<file path="src/rtl/riscv_run_controller.sv">
// Run-control sequencer for a single-cycle RISC-V core: reset hold, clock-enable
// gating in free-run / single-step / run-for-N, and breakpoint / self-loop / budget halts.
module riscv_run_controller #(
  parameter int XLEN         = 32,
  parameter int CNT_W        = 32,
  parameter int RESET_CYCLES = 4,
  parameter int NUM_BP       = 2,
  parameter int HALT_WINDOW  = 3
) (
  input  logic                   clk,
  input  logic                   reset,
  input  logic [1:0]             mode,
  input  logic                   start,
  input  logic                   stop,
  input  logic [CNT_W-1:0]       step_count,
  input  logic [NUM_BP*XLEN-1:0] bp_addr,
  input  logic [NUM_BP-1:0]      bp_en,
  input  logic [XLEN-1:0]        core_pc,
  output logic                   core_reset_n,
  output logic                   core_ce,
  output logic                   busy,
  output logic                   halted,
  output logic [2:0]             halt_cause,
  output logic [CNT_W-1:0]       cycle_count
);

  localparam int HOLD_W = (RESET_CYCLES > 1) ? $clog2(RESET_CYCLES) : 1;
  localparam int STAB_W = $clog2(HALT_WINDOW + 1);
  localparam logic [HOLD_W-1:0] HOLD_LAST = HOLD_W'(RESET_CYCLES - 1);
  localparam logic [STAB_W-1:0] STAB_MAX  = STAB_W'(HALT_WINDOW);

  localparam logic [2:0] CAUSE_NONE   = 3'd0;
  localparam logic [2:0] CAUSE_STOP   = 3'd1;
  localparam logic [2:0] CAUSE_BP     = 3'd2;
  localparam logic [2:0] CAUSE_LOOP   = 3'd3;
  localparam logic [2:0] CAUSE_BUDGET = 3'd4;

  typedef enum logic [1:0] {
    ST_RST_HOLD = 2'd0,
    ST_IDLE     = 2'd1,
    ST_RUN      = 2'd2,
    ST_HALT     = 2'd3
  } state_e;

  state_e            state_q, state_d;
  logic [HOLD_W-1:0] hold_q, hold_d;
  logic [CNT_W-1:0]  cycle_count_q, cycle_count_d;
  logic [CNT_W-1:0]  budget_q, budget_d;
  logic              budgeted_q, budgeted_d;
  logic              first_q, first_d;
  logic [STAB_W-1:0] stable_q, stable_d;
  logic [XLEN-1:0]   last_pc_q, last_pc_d;
  logic [2:0]        halt_cause_q, halt_cause_d;
  logic              core_reset_n_q, core_reset_n_d;
  logic              core_ce_q, core_ce_d;
  logic              busy_q, busy_d;
  logic              halted_q, halted_d;
  logic              bp_hit;
  logic [2:0]        cause;

  always_comb begin
    bp_hit = 1'b0;
    for (int i = 0; i < NUM_BP; i++) begin
      if (bp_en[i] && (bp_addr[i*XLEN +: XLEN] == core_pc)) begin
        bp_hit = 1'b1;
      end
    end
  end

  always_comb begin
    state_d       = state_q;
    hold_d        = hold_q;
    cycle_count_d = cycle_count_q;
    budget_d      = budget_q;
    budgeted_d    = budgeted_q;
    first_d       = first_q;
    stable_d      = stable_q;
    last_pc_d     = last_pc_q;
    halt_cause_d  = halt_cause_q;
    cause         = CAUSE_NONE;

    case (state_q)
      ST_RST_HOLD: begin
        if (hold_q == HOLD_LAST) begin
          state_d = ST_IDLE;
        end else begin
          hold_d = hold_q + HOLD_W'(1);
        end
      end
      ST_IDLE, ST_HALT: begin
        if (start) begin
          cycle_count_d = '0;
          halt_cause_d  = CAUSE_NONE;
          stable_d      = '0;
          first_d       = 1'b1;
          budgeted_d    = (mode == 2'd1) || (mode == 2'd2);
          if (mode == 2'd2) begin
            budget_d = step_count;
          end else if (mode == 2'd1) begin
            budget_d = CNT_W'(1);
          end else begin
            budget_d = '0;
          end
          if ((mode == 2'd2) && (step_count == '0)) begin
            state_d      = ST_HALT;
            halt_cause_d = CAUSE_BUDGET;
          end else begin
            state_d = ST_RUN;
          end
        end else begin
          state_d = state_q;
        end
      end
      ST_RUN: begin
        if (cycle_count_q != '1) begin
          cycle_count_d = cycle_count_q + CNT_W'(1);
        end else begin
          cycle_count_d = cycle_count_q;
        end
        if (budgeted_q && (budget_q != '0)) begin
          budget_d = budget_q - CNT_W'(1);
        end else begin
          budget_d = budget_q;
        end
        // stable_q==0 marks the first executed cycle since start
        if ((stable_q == '0) || (core_pc != last_pc_q)) begin
          stable_d = STAB_W'(1);
        end else if (stable_q != STAB_MAX) begin
          stable_d = stable_q + STAB_W'(1);
        end else begin
          stable_d = stable_q;
        end
        first_d   = 1'b0;
        last_pc_d = core_pc;

        if (stop) begin
          cause = CAUSE_STOP;
        end else if (!first_q && bp_hit) begin
          cause = CAUSE_BP;
        end else if (stable_d == STAB_MAX) begin
          cause = CAUSE_LOOP;
        end else if (budgeted_q && (budget_d == '0)) begin
          cause = CAUSE_BUDGET;
        end else begin
          cause = CAUSE_NONE;
        end

        if (cause != CAUSE_NONE) begin
          state_d      = ST_HALT;
          halt_cause_d = cause;
        end else begin
          state_d = ST_RUN;
        end
      end
      default: begin
        state_d = ST_RST_HOLD;
      end
    endcase

    core_reset_n_d = (state_d != ST_RST_HOLD);
    core_ce_d      = (state_d == ST_RUN);
    busy_d         = (state_d == ST_RUN);
    halted_d       = (state_d == ST_HALT);
  end

  always_ff @(posedge clk) begin
    if (reset) begin
      state_q        <= ST_RST_HOLD;
      hold_q         <= '0;
      cycle_count_q  <= '0;
      budget_q       <= '0;
      budgeted_q     <= 1'b0;
      first_q        <= 1'b0;
      stable_q       <= '0;
      last_pc_q      <= '0;
      halt_cause_q   <= CAUSE_NONE;
      core_reset_n_q <= 1'b0;
      core_ce_q      <= 1'b0;
      busy_q         <= 1'b0;
      halted_q       <= 1'b0;
    end else begin
      state_q        <= state_d;
      hold_q         <= hold_d;
      cycle_count_q  <= cycle_count_d;
      budget_q       <= budget_d;
      budgeted_q     <= budgeted_d;
      first_q        <= first_d;
      stable_q       <= stable_d;
      last_pc_q      <= last_pc_d;
      halt_cause_q   <= halt_cause_d;
      core_reset_n_q <= core_reset_n_d;
      core_ce_q      <= core_ce_d;
      busy_q         <= busy_d;
      halted_q       <= halted_d;
    end
  end

  assign core_reset_n = core_reset_n_q;
  assign core_ce      = core_ce_q;
  assign busy         = busy_q;
  assign halted       = halted_q;
  assign halt_cause   = halt_cause_q;
  assign cycle_count  = cycle_count_q;

endmodule

</file>
<file path="config.mk">
export PLATFORM = sky130hd
export DESIGN_NAME = riscv_run_controller
export DESIGN_NICKNAME = d
export VERILOG_FILES = /design/src/rtl/riscv_run_controller.sv
export SDC_FILE = /design/constraint.sdc
export NUM_CORES = 1
export LEC_CHECK = 0
export CELL_PAD_IN_SITES_DETAIL_PLACEMENT = 0
export CELL_PAD_IN_SITES_GLOBAL_PLACEMENT = 1
export CORE_MARGIN = 2
export CORE_UTILIZATION = 36
export CTS_CLUSTER_DIAMETER = 120
export DETAILED_ROUTE_END_ITERATION = 10
export HOLD_SLACK_MARGIN = 0.15
export PLACE_DENSITY = 0.86
export SLEW_MARGIN = 20
export SYNTH_ARGS = -nofsm -noshare
export SYNTH_HDL_FRONTEND = slang
export SYNTH_SLANG_ARGS = --single-unit
export TNS_END_PERCENT = 1
</file>
<file path="constraint.sdc">
create_clock -name clk -period 3.4 [get_ports clk]
set_input_delay 0.85 -clock clk [delete_from_list [all_inputs] [get_ports clk]]
set_output_delay 0.85 -clock clk [all_outputs]
set_load 0.01 [all_outputs]
</file>
Word-level counts from Yosys, hierarchy flattened
Cells that the tools add are included.

word-level totals
  flip-flop bits (word level) = 110
  input bits = 136
  output and inout port bits = 39
  logic and storage cells = 89

cells by class
  add/subtract/negate cells = 4
  eq/ne operators = 17
  muxes and demuxes = 32
  bitwise gates (word level) = 1
  reductions and logical operators = 23

operators with widths
  kind                     count
  $mux W32                 6
  $pmux W32 S2             2
  $eq A32 B32 Y1           2
  $logic_not A32 Y1        2
  $add A32 B1 Y32 const B  1
  $ne A32 B32 Y1           1
  $ne A32 B32 Y1 const B   1
  $reduce_bool A32 Y1      1
  $sub A32 B1 Y32 const B  1
  $mux W3                  8
  $eq A2 B2 Y1 const B     7
  $mux W2                  6
  $ne A2 B2 Y1 const B     4
  $logic_and A1 B1 Y1      6
  $mux W1                  6
  $pmux W2 S3              1
  $pmux W3 S2              1
  $reduce_and A2 Y1        3
  $reduce_and A3 Y1        2
  $add A2 B1 Y2 const B    2
  $eq A2 B1 Y1 const B     2
  $logic_not A2 Y1         2
  $pmux W2 S2              1
  $reduce_bool A2 Y1       2
  other kinds (6)          7

Longest topological paths before layout
Gate-level depths: netlist of run 1.

  depth in word-level cells = 15
  mapped depth = 11
  gate-level depth less buffers = 10

Worst setup path before layout of run 1
OpenSTA, ideal clock, no wires.

  path kind = register to register
  start point = reg budget_q[14]
  end point = reg halt_cause_q[0], in the netlist halt_cause[0]
  library setup time = 0.116 ns
  arrival = 2.940 ns
  required time = 3.284 ns
  path slack = 0.344 ns
  cell stages (with the launch flop) = 12
  path buffers = 3
  period minus slack after synthesis = 3.056 ns
  cells stage by stage = dfxtp_1 buf_6 or4_4 buf_6 or4_1 buf_2 nor4_1 xnor2_1 nand4b_1 nor4b_2 nand4_2 a31o_1

on the way
  longest elaborated chain between the ends = 14
  elaborated cells between the ends (all ways) = 15
  classes of those cells = add/sub: 1; eq/ne: 1; mux: 7; reduce/logical: 6

RTL lines
  element                                                  RTL line  source
  start, declared                                          48        logic [CNT_W-1:0] budget_q, budget_d;
  start signal, assigned                                   185       budget_q <= budget_d;
  branches (longest 2 deep; another with $sub A32 B1 Y32)  --
  $mux W32 (*)                                             120       if (budgeted_q && (budget_q != '0)) begin
  $mux W32 (*)                                             82        case (state_q)
  $logic_not A32 Y1 (*)                                    142       end else if (budgeted_q && (budget_d == '0)) begin
  $logic_and A1 B1 Y1 (*)                                  142
  $mux W3 (*)                                              142
  $mux W3 (*)                                              140       end else if (stable_d == STAB_MAX) begin
  $mux W3 (*)                                              138       end else if (!first_q && bp_hit) begin
  $mux W3 (*)                                              136       if (stop) begin
  $mux W3 (*)                                              82
  $reduce_bool A3 Y1 (*)                                   148       if (cause != CAUSE_NONE) begin
  $ne A2 B2 Y1 (no source line) (*)                        --
  $reduce_and A3 Y1 (no source line) (*)                   --
  end signal, assigned                                     190       halt_cause_q <= halt_cause_d;
  end, declared                                            53        logic [2:0] halt_cause_q, halt_cause_d;

Every way passes the cells marked *. The select of a mux whose other input is x is not followed.
A chain may end at the register's enable or synchronous reset.

Final worst setup path of run 1
  start point = reg budget_q[14]
  end point = reg halt_cause_q[1], in the netlist halt_cause[1]

The elaborated chain is that of the path after synthesis.

==> summary.txt, run 1 <==
CTS sink cnt -> 110
final-report hold violation count -> 0
Pins Over Slew Limit -> 0
Hold-fix buffers, CTS -> 0
WL/cell -> 17.3 um
Worst Reg-to-Reg Cells -> 10
Storage cell area -> 0.00220 mm2
# IOs -> 175
Syn Nets -> 983
Synth Register Bits -> 110
H-tree depth -> 3
Fin Clk Skew -> 11.6 ps
Clk pwr share -> 24.8%
die height -> 140 um
postcts setup bufs -> 0
DRC -> 0
RSZ-0062 raised after global routing -> false
largest stage delay on the critical path -> 540 ps
Vias/cell -> 5.43
post-synth design cell area -> 0.00664 mm2
worst slew pin tran -> 1060 ps
Final Cell Area -> 0.00928 mm2
minimum clock period -> 3200 ps
cell depth of the worst setup path -> 10
slowest cell on the critical path -> or4_4
CTS clk-pin slew, worst paths -> 70 ps
first-pass GRT wire length -> 35.6 mm
CP Class -> reg -> reg
Yosys cell types -> 67
Iter 0 DRT Violations -> 601
Rel. slew slack -> 29.5%
Layout area overhead -> 39.9%
row cnt -> 49
TNS Setup -> 0 ps
routed vias -> 6969
Critical path origin -> budget_q[14]
Hold WC Path Type -> reg -> reg
max_cap viols -> 0
initial antenna violation count -> 0
share of cells above drive strength 1 -> 9.38%
Critical Path End Type -> flip-flop
clock buffer count from CTS -> 9
ys flop type -> dfxtp_1
asr flop ratio synth -> 0%
hold path startpoint -> last_pc_q[27]
remaining global-route overflow -> 0
Reg-to-Reg Start -> budget_q[14]
final cell count without fillers -> 1284
Die X -> 140 um
required time of the critical path -> 3650 ps
area occupied by multi-input gates -> 0.00423 mm2
Max VDD drop -> 0.277 mV
Cell Pwr Density -> 455 mW/mm2
Fillers -> 1785
vias in the first global route -> 6685
commonest non-fill, non-tap cells in the layout -> clkdlybuf4s50_1 (173), dfxtp_1 (110), nand2_1 (109)
detailed placement HPWL -> 17.2 mm
Initial Utilization -> 36.8%
CTS root buf -> clkbuf_16
CP bufs+invs -> 2
cell repeated most along the worst path -> buf_4
Int Power -> 2.68 mW
commonest non-fill, non-tap cell in the layout -> clkdlybuf4s50_1
PostCTS Resize Cnt -> 0
Final Cycle Share -> 94.0%
Placeable Area -> 0.0180 mm2
largest net degree at the start of global routing -> 54
crit path cell chain -> or4_4, or4_1, nor4_1, buf_4, xnor2_1, nand4b_1, nor4b_2, buf_4, nand4_2, a31o_1
Net Sw Frac -> 36.5%
DR pass1 iterations -> 7
Worst EP arrival -> 3450 ps
register share of total power -> 35.0%
die area -> 0.0195 mm2
Hold Worst Slack -> 468 ps
Total Power -> 4.23 mW
diode count -> 0
fin nets -> 1191
Pleak -> 3.23 nW
Cell Area, Placed -> 0.00899 mm2
Clock Tree Buf Depth -> 2
CTS tree -> done
Final ANT Viol Nets -> 0
IO buf count -> 174
clk_lat worst skew -> 360 ps
Mean Syn Cell Area -> 7.88 um2
placed cells -> 1268
Post-synth EDFFs -> 0
delay-heaviest family, CP -> simple AND/OR/NAND/NOR gates
Ys Warns -> 0
final wirelength -> 22.2 mm
hold path cells -> 2
Synth Instances -> 842
startpoint types -> flip-flop
Fmax -> 313 MHz
status -> finished clean
switching power total -> 1.54 mW
GPL Wtd Cong -> 0.964
combinational power share -> 40.2%
CP Max Fanout -> 6
Seq/Total Area, Yosys -> 33.2%
gr usage total -> 22.5%
setup violators final -> 0
[area by class of cell]
class | count | area share, %
repair buffers | 241 | 24.1
flip-flops and latches | 110 | 23.7
multi-input cells | 681 | 45.6
inverters | 7 | 0.283
well taps | 229 | 3.09
clock buffers | 10 | 2.57
clock inverters | 6 | 0.620
[worst min-delay path: stages, from the launching register on]
cell,delay (ps)
dfxtp_1,320
nand2_1,50
a21oi_1,50
[cells by family (layout without fill, tap and decap cells)]
logic type / after synthesis / after routing / synth area share [%]
simple gates: 377 / 377 / 28.8
compound gates: 163 / 163 / 15.9
xor+xnor: 133 / 133 / 17.6
flops: 110 / 110 / 33.2
buf+inv: 51 / 264 / 3.21
fa+ha+maj: 5 / 5 / 0.943
mux: 3 / 3 / 0.471
[cell usage after synthesis (5+ instances only)]
| cell type | count | share of area (%) |
|---|---|---|
| xnor2_1 | 71 | 9.4 |
| a31oi_1 | 7 | 0.66 |
| a21oi_1 | 69 | 5.2 |
| nand3_1 | 26 | 2.0 |
| a222oi_1 | 11 | 1.7 |
| a211oi_1 | 7 | 0.79 |
| xor2_1 | 62 | 8.2 |
| clkbuf_1 | 37 | 2.1 |
| inv_1 | 7 | 0.40 |
| and3_1 | 9 | 0.85 |
| ha_1 | 5 | 0.94 |
| dfxtp_1 | 110 | 33 |
| or4_1 | 9 | 1.0 |
| nor3b_1 | 8 | 0.91 |
| o21ai_0 | 25 | 1.9 |
| nand2b_1 | 7 | 0.66 |
| or3_1 | 13 | 1.2 |
| nor3_1 | 22 | 1.7 |
| nor2_1 | 85 | 4.8 |
| nand4_1 | 25 | 2.4 |
| nor4_1 | 33 | 3.1 |
| and4_1 | 7 | 0.92 |
| a221oi_1 | 5 | 0.66 |
| nand2_1 | 109 | 6.2 |
[final timing paths]
kind	slack, ps	endpoint
worst max-delay path	200	halt_cause[1]
worst min-delay path	470	last_pc_q[27]
worst min register to register	470	last_pc_q[27]
worst max register to register	200	halt_cause[1]
[metal layers]
layer,track usage [%],wire length [um]
met1,31.2,10100
met3,3.41,1370
met4,7.63,525
met2,35.9,10200
met5,0,0
[per-stage QoR]
stage	worst slack, ps	util [%]
after floorplan	344	-
after global placement	150	49.9
after detailed placement	94.8	49.9
after CTS	197	51.5
after global routing	19.5	51.5
final	203	51.5
[power groups by stage]
stage	sequential, mW	clock, mW	combinational (mW)
2_1_floorplan	1.48	0	0.942
3_3_place_gp	1.50	0	1.66
3_5_place_dp	1.51	0	1.67
4_1_cts	1.48	1.08	1.68
5_1_grt	1.49	1.13	1.85
6_report	1.48	1.05	1.70
[registers in the layout (all words and copies together), names as in the netlist, 2 cells and up]
register,count
last_pc_q,32
hold_q,2
stable_q,2
budget_q,32
state_q,2
cycle_count,32
halt_cause,3
Note: power is estimated with default switching activity, not from simulation.
==> run 2, diff against run 1 <==
--- a/config.mk
+++ b/config.mk
@@ -5,8 +5,10 @@
 export SDC_FILE = /design/constraint.sdc
 export NUM_CORES = 1
 export LEC_CHECK = 0
+export CAP_MARGIN = 20
 export CELL_PAD_IN_SITES_DETAIL_PLACEMENT = 0
 export CELL_PAD_IN_SITES_GLOBAL_PLACEMENT = 1
+export CORE_ASPECT_RATIO = 1.2
 export CORE_MARGIN = 2
 export CORE_UTILIZATION = 36
 export CTS_CLUSTER_DIAMETER = 120
==> run 2 against run 1 <==
Compared with the run above: wire length rose by 2.2%; register-to-register slack got worse by 20 ps; via count rose by 0.11%; global-route usage rose by 0.32 points; critical path depth fell by 1; non-clock buffer count fell by 2; hold slack barely moved; die area barely moved; clock-buffer cell count fell by 1; largest power group unchanged; highest routed layer unchanged.
==> summary.txt, run 2 (synthesis gave the netlist of run 1 again) <==
CTS tree -> done
gr usage total -> 22.9%
detailed placement HPWL -> 17.5 mm
CP Max Fanout -> 7
worst r2r dst -> halt_cause[1]
H-tree depth -> 3
Hold-fix buffers, CTS -> 0
first-pass GRT wire length -> 35.2 mm
slowest cell on the critical path -> or4_4
required time of the critical path -> 3650 ps
WL/cell -> 17.8 um
postcts setup bufs -> 0
status -> finished clean
Iter 0 DRT Violations -> 560
hold path cells -> 2
share of cells above drive strength 1 -> 9.21%
row cnt -> 54
RSZ-0062 raised after global routing -> false
CTS root buf -> clkbuf_16
commonest non-fill, non-tap cell in the layout -> clkdlybuf4s50_1
Pins Over Slew Limit -> 0
startpoint types -> flip-flop
hold path startpoint -> last_pc_q[31]
Reg-to-Reg Start -> budget_q[14]
CTS clk-pin slew, worst paths -> 80 ps
fin nets -> 1189
commonest non-fill, non-tap cells in the layout -> clkdlybuf4s50_1 (173), dfxtp_1 (110), nand2_1 (109)
Max VDD drop -> 0.266 mV
clk_lat worst skew -> 360 ps
DRC -> 0
largest stage delay on the critical path -> 530 ps
final wirelength -> 22.7 mm
DR pass1 iterations -> 6
Die X -> 128 um
Hold EP -> last_pc_q[31]
Final Cell Area -> 0.00928 mm2
Layout area overhead -> 39.8%
die height -> 153 um
clock buffer count from CTS -> 9
remaining global-route overflow -> 0
CTS sink cnt -> 110
crit path cell chain -> or4_4, buf_4, or3_1, or4_1, nor4_1, xnor2_1, nor2b_1, nand4_2, a31o_1
Critical Path End Type -> flip-flop
diode count -> 0
IO buf count -> 174
Total Power -> 4.28 mW
die area -> 0.0195 mm2
Worst EP arrival -> 3470 ps
CP Class -> reg -> reg
Cell Pwr Density -> 461 mW/mm2
vias in the first global route -> 6577
Cell Area, Placed -> 0.00898 mm2
# IOs -> 175
Hold WC Path Type -> reg -> reg
Initial Utilization -> 36.7%
Placeable Area -> 0.0181 mm2
worst slew pin tran -> 629 ps
largest net degree at the start of global routing -> 64
GPL Wtd Cong -> 0.939
initial antenna violation count -> 0
post-layout util -> 51.2%
setup violators final -> 0
routed vias -> 6977
reg-to-reg slack, setup -> 190 ps
Pleak -> 3.24 nW
TNS Setup -> 0 ps
Final ANT Viol Nets -> 0
Final Cycle Share -> 94.5%
max_cap viols -> 0
Worst Reg-to-Reg Cells -> 9
final-report hold violation count -> 0
minimum clock period -> 3210 ps
PostCTS Resize Cnt -> 0
Fin Clk Skew -> 16.8 ps
Clock Tree Buf Depth -> 2
Rel. slew slack -> 58.0%
Fmax -> 311 MHz
Fillers -> 1747
Vias/cell -> 5.46
run 2: critical path: cells and delay by family, from the launching register on:
family | cells | cell delay [ps]
xor+xnor | 1 | 220
simple gates | 6 | 2130
flops | 1 | 320
compound gates | 1 | 270
buf+inv | 1 | 170
run 2: how the worst max path moves through the flow:
stage               cells after the start  slack, ps         start            end
global route                            9         20  budget_q[14]  halt_cause[1]
finish                                  9        190  budget_q[14]  halt_cause[1]
CTS                                     9        200  budget_q[14]  halt_cause[1]
detailed placement                     10         10    core_pc[2]  halt_cause[2]
global placement                       10         50    core_pc[2]  halt_cause[2]
floorplan                              11        340  budget_q[14]  halt_cause[0]
run 2: where the power goes:
group          switching (mW)  total [mW]  internal, mW  leakage, nW
clock network           0.544        1.07         0.523        0.148
registers              0.0933        1.48          1.38        0.888
logic                   0.939        1.74         0.799         2.20
run 2: metrics by stage:
stage	instances	setup slack, ps	hold slack, ps
finish	1277	186	468
global route	1277	24.5	488
CTS	1277	198	471
detailed placement	1261	14.1	459
global placement	1261	46.8	453
floorplan	842	344	442
run 2: metal layers:
metal	routed length [um]	track usage [%]	up-vias
met4	481	6.38	0
met1	9450	27.7	3274
met2	11400	41.1	228
met5	0	0	-
li1	-	-	3450
met3	1400	4.14	25
run 2: layout make-up:
cell class | count | area, um2 | share of cell area, %
multi-input combinational | 681 | 4230 | 45.6
sequential | 110 | 2200 | 23.7
tap | 224 | 280 | 3.02
clock inverter | 7 | 75.1 | 0.809
inverter | 7 | 26.3 | 0.283
clock buffer | 9 | 225 | 2.43
timing repair buffer | 239 | 2240 | 24.1
==> run 3, diff against run 2 <==
--- a/config.mk
+++ b/config.mk
@@ -8,7 +8,6 @@
 export CAP_MARGIN = 20
 export CELL_PAD_IN_SITES_DETAIL_PLACEMENT = 0
 export CELL_PAD_IN_SITES_GLOBAL_PLACEMENT = 1
-export CORE_ASPECT_RATIO = 1.2
 export CORE_MARGIN = 2
 export CORE_UTILIZATION = 36
 export CTS_CLUSTER_DIAMETER = 120
==> results of run 3 <==
Final layout, timing and power as in run 1 (identical DEF).
